--- src/rtl/register_file.sv ---
// RV32I integer register file: x0..x31, one synchronous write port,
// two combinational read ports with optional write-through bypass,
// and one debug read port that always returns the stored value.
`timescale 1ns/1ps
module register_file #(
  parameter int DATA_W = 32,
  parameter int ADDR_W = 5,
  parameter bit BYPASS = 1'b1
) (
  input  logic              clk,
  input  logic              rst_n,
  input  logic [ADDR_W-1:0] rs1_addr,
  input  logic [ADDR_W-1:0] rs2_addr,
  output logic [DATA_W-1:0] rs1_data,
  output logic [DATA_W-1:0] rs2_data,
  input  logic              reg_write,
  input  logic [ADDR_W-1:0] rd_addr,
  input  logic [DATA_W-1:0] rd_data,
  input  logic [ADDR_W-1:0] dbg_addr,
  output logic [DATA_W-1:0] dbg_data
);

  localparam int DEPTH = 1 << ADDR_W;

  // Register storage. Entry 0 is only ever written by reset, so it holds 0.
  logic [DATA_W-1:0] regs [DEPTH];

  // A write is committed only outside reset and never to x0.
  logic write_ok;
  assign write_ok = reg_write && (rd_addr != '0);

  // Bypass is gated by rst_n so the read ports show 0 for the whole reset.
  logic bypass_ok;
  assign bypass_ok = BYPASS && rst_n && write_ok;

  // Storage update: asynchronous clear of every entry, else the single write port.
  always_ff @(posedge clk or negedge rst_n) begin
    if (!rst_n) begin
      for (int i = 0; i < DEPTH; i++) begin
        regs[i] <= '0;
      end
    end else if (write_ok) begin
      regs[rd_addr] <= rd_data;
    end
  end

  // Both read ports share one structure; index 0 is rs1, index 1 is rs2.
  logic [ADDR_W-1:0] port_addr [2];
  logic [DATA_W-1:0] port_data [2];

  assign port_addr[0] = rs1_addr;
  assign port_addr[1] = rs2_addr;
  assign rs1_data     = port_data[0];
  assign rs2_data     = port_data[1];

  generate
    for (genvar gi = 0; gi < 2; gi++) begin : g_read
      // Read port resolution: x0 is hard zero, then bypass, then stored value.
      always_comb begin
        port_data[gi] = regs[port_addr[gi]];
        if (port_addr[gi] == '0) begin
          port_data[gi] = '0;
        end else if (bypass_ok && (rd_addr == port_addr[gi])) begin
          port_data[gi] = rd_data;
        end
      end
    end
  endgenerate

  // Debug port sees only stored state; x0 storage is always 0.
  assign dbg_data = regs[dbg_addr];

endmodule

--- config.mk ---
export PLATFORM = sky130hd
export DESIGN_NAME = register_file
export DESIGN_NICKNAME = d
export VERILOG_FILES = /design/src/rtl/register_file.sv
export SDC_FILE = /design/constraint.sdc
export NUM_CORES = 2
export LEC_CHECK = 0
export CORE_MARGIN = 1
export CORE_UTILIZATION = 55
export CTS_BUF_LIST = sky130_fd_sc_hd__clkbuf_4
export DETAILED_ROUTE_END_ITERATION = 10
export PLACE_DENSITY = 0.72
export SLEW_MARGIN = 30
export SYNTH_ARGS = -nofsm -noshare
export SYNTH_HDL_FRONTEND = slang
export SYNTH_SLANG_ARGS = --single-unit
--- constraint.sdc ---
create_clock -name clk -period 3 [get_ports clk]
set_clock_uncertainty 0.2 [all_clocks]
set_input_delay 0.45 -clock clk [delete_from_list [all_inputs] [get_ports clk]]
set_output_delay 0.45 -clock clk [all_outputs]
set_load 0.01 [all_outputs]
==> summary.txt <==
Run status
  • Run status: finished with violations
  • Violated checks: setup timing

Setup path
  • Setup crit start: regs[715]$_DFFE_PN0P_
  • Worst r2r src: regs[373]$_DFFE_PN0P_
  • Reg-to-Reg End: regs[373]$_DFFE_PN0P_
  • CP endpoint: dbg_data[11]
  • Crit path depth: 4
  • Worst R2R Setup Slack: 1.76 ns
  • Top cell by count, worst path: mux4_2
  • Critical path's top delay family: multiplexers
  • Startpoint Class: flip-flop
  • Crit path buf inv count: 1
  • Setup Crit Path Kind: flip-flop to output pin
  • Critical path arrival: 3.12 ns
  • Crit end category: output pin
  • Slowest CP cell: mux4_2
  • R2R cell count: 3
  • Crit-path max FO: 4
  • Critical Path RT: 2.35 ns
  • Cells along the critical path: mux4_2 -> mux4_2 -> mux2_4 -> buf_6
  • Worst path max stage delay: 0.50 ns

Routing
  • Vias per inst: 7.191
  • Residual DRC: 0
  • Average wire per standard cell: 34.22 um
  • Antenna Nets Post-Route: 0
  • Vias: 46920
  • DR pass1 iterations: 5
  • Initial DRC Count: 6078
  • Final WL: 223.3 mm

Yosys
  • Synth top area cells: dfrtp_1 (41%), mux4_2 (27%), mux2_2 (20%), clkbuf_1 (2.1%), a211oi_1 (1.5%)
  • FFs w/ async S/R, synth: 100.0%
  • Netlist Area Pre-Place: 0.06266 mm^2
  • Syn nets: 4258
  • Post-Syn Area per Cell: 14.91 um^2
  • Synthesis Warnings: 0
  • Syn Inst Count: 4203
  • Yosys cell types: 40
  • Yosys top cell area share: 40.90%
  • Sequential element share of the synthesized area: 40.90%
  • Largest area contributor in the netlist: dfrtp_1
  • #FFs+latches synth: 1024
  • Post-synth EDFFs: 0
  • Synth Flop Type: dfrtp_1

Timing
  • Pins Over Slew Limit: 0
  • RSZ-0062 raised after global routing: yes
  • Final setup fails: 96
  • Setup WS post-layout: -0.7680 ns
  • Max-slew headroom: 38.57%
  • Final Critical Period: 3.768 ns
  • Final Hold Vio Count: 0
  • TNS Setup: -52.50 ns
  • Period utilization: 125.6%
  • Hold WS: 0.07913 ns
  • Fmax: 265.4 MHz
  • Tightest Pin Transition: 0.9214 ns

Global routing
  • Vias in the first global route: 48040
  • Total global-route track usage: 39.13%
  • Overflow after GRT: 0
  • Number of antenna violations at the first check in global routing: 3
  • Largest net degree at the start of global routing: 172
  • First-pass GRT wire length: 326.7 mm

Placement
  • Final HPWL DP: 140.8 mm
  • Dpl ws: -1.305 ns
  • Gpl congestion: 0.9135
  • Cells after DPL: 5906
  • Port bufs: 150

Floorplanning
  • Die span in x: 339.5 um
  • Die H: 339.5 um
  • Starting density of the core: 55.62%
  • Core Region: 0.1127 mm^2
  • Full die area: 0.1153 mm^2
  • Row count: 123
  • I/O pin count: 151

Run
  • Max Cap Viol: 0

Power and ir drop
  • Leakage: 32.86 nW
  • Total power: 44.88 mW
  • Peak supply drop: 368.2 uV
  • PD cells: 581.1 mW/mm^2

Layout
  • Proportion of layout cells with a drive suffix above 1: 68.90%
  • Most flops, register: regs
  • Fillers: 7625
  • Biggest regs: regs x1024
  • Growth of design area from synthesis to finish: 23.27%
  • Most common cell after layout, fill and taps aside: mux2_2
  • Most frequent cells in the layout: mux2_2 (1092), dfrtp_1 (1024), mux4_2 (763)
  • Max FFs per register: 1024
  • Fin cells: 6525
  • Fin nets: 4885

Clocking
  • Root buf cell: clkbuf_4
  • Num CTS Buffers: 299
  • Clock transition at path regs: 0.07 ns
  • Later-pin clock latency in the skew report: 1.18 ns
  • CTS H-tree lvls: 5
  • Clock sink count: 1024
  • CTS tree: yes
  • Clk buf depth: 4

Min path
  • Worst Hold Class: primary input to flip-flop
tightest hold or removal path: stages:
cell,delay [ns]
dlymetal6s2s_1,0.30
nor3_1,0.12
buf_4,0.17
nand2_4,0.27
o21ai_0,0.12
power by group:
group	total, mW	switching [mW]	internal, mW
clock network	12.7	6.31	6.43
logic	13.3	5.20	8.06
registers	18.9	2.45	16.4
total	44.9	14.0	30.9
kinds of logic after synthesis:
family	count (synthesis)	share of synthesized area, %
AO/OA/AOI/OAI	355	4.265
AND/OR/NAND/NOR	336	2.374
XOR/XNOR	10	0.1398
multiplexers	1959	48.77
flip-flops	1024	40.90
buffers and inverters	519	3.550
Yosys cell counts, types with 26 or more instances:
cell	n
a211oi_1	125
nand2_1	114
o221ai_1	62
clkbuf_1	345
o21ai_0	32
buf_1	26
mux2i_1	73
nor2_1	113
nor3_1	70
mux4_2	763
buf_2	116
dfrtp_1	1024
mux2_2	1123
a22oi_1	124
layer usage:
layer  vias to the layer above  routed length (um)  global-route usage [%]
li1                      18200                   -                       -
met1                     24510               81690                   52.93
met2                      3461               97920                   55.50
met3                       751               31570                   15.15
met4                         0               12080                   19.17
met5                         -                   0                       0
metrics by stage:
step / utilization [%] / cell area [um^2]
finish: 68.56 / 77240
global route: 68.55 / 77220
floorplan: - / 62660
global placement: 62.99 / 70960
CTS: 67.85 / 76430
detailed placement: 62.99 / 70960
timing repair:
item	4_1_cts	5_1_grt
hold buffers	27	0
pin swaps	183	94
hold endpoints to repair	1083	0
setup buffers	114	36
resized for setup	748	115
setup endpoints to repair	96	96
final cells by class:
| class | count | area (um^2) | area share (%) |
|---|---|---|---|
| multi-input combinational | 2660 | 37010 | 47.91 |
| sequential | 1024 | 25620 | 33.18 |
| timing repair buffer | 841 | 9261 | 11.99 |
| clock buffer | 416 | 3123 | 4.043 |
| tap | 1500 | 1877 | 2.430 |
| clock inverter | 74 | 315.3 | 0.4082 |
| inverter | 4 | 15.01 | 0.01944 |
| antenna | 6 | 15.01 | 0.01944 |
worst min path at each step:
stage                                      start                     end  slack (ns)  depth (start not counted)
after CTS                            rd_data[15]   regs[207]$_DFFE_PN0P_       0.007                          3
after floorplan                            rst_n     regs[0]$_DFFE_PN0P_       -0.05                          0
after detailed placement  regs[1003]$_DFFE_PN0P_  regs[1003]$_DFFE_PN0P_        0.20                          0
after global routing                 rd_data[15]   regs[687]$_DFFE_PN0P_        0.11                          3
final                                 rd_addr[4]   regs[907]$_DFFE_PN0P_        0.08                          5
after global placement    regs[1015]$_DFFE_PN0P_  regs[1015]$_DFFE_PN0P_        0.19                          0
Power figures use the tool's default switching activity.
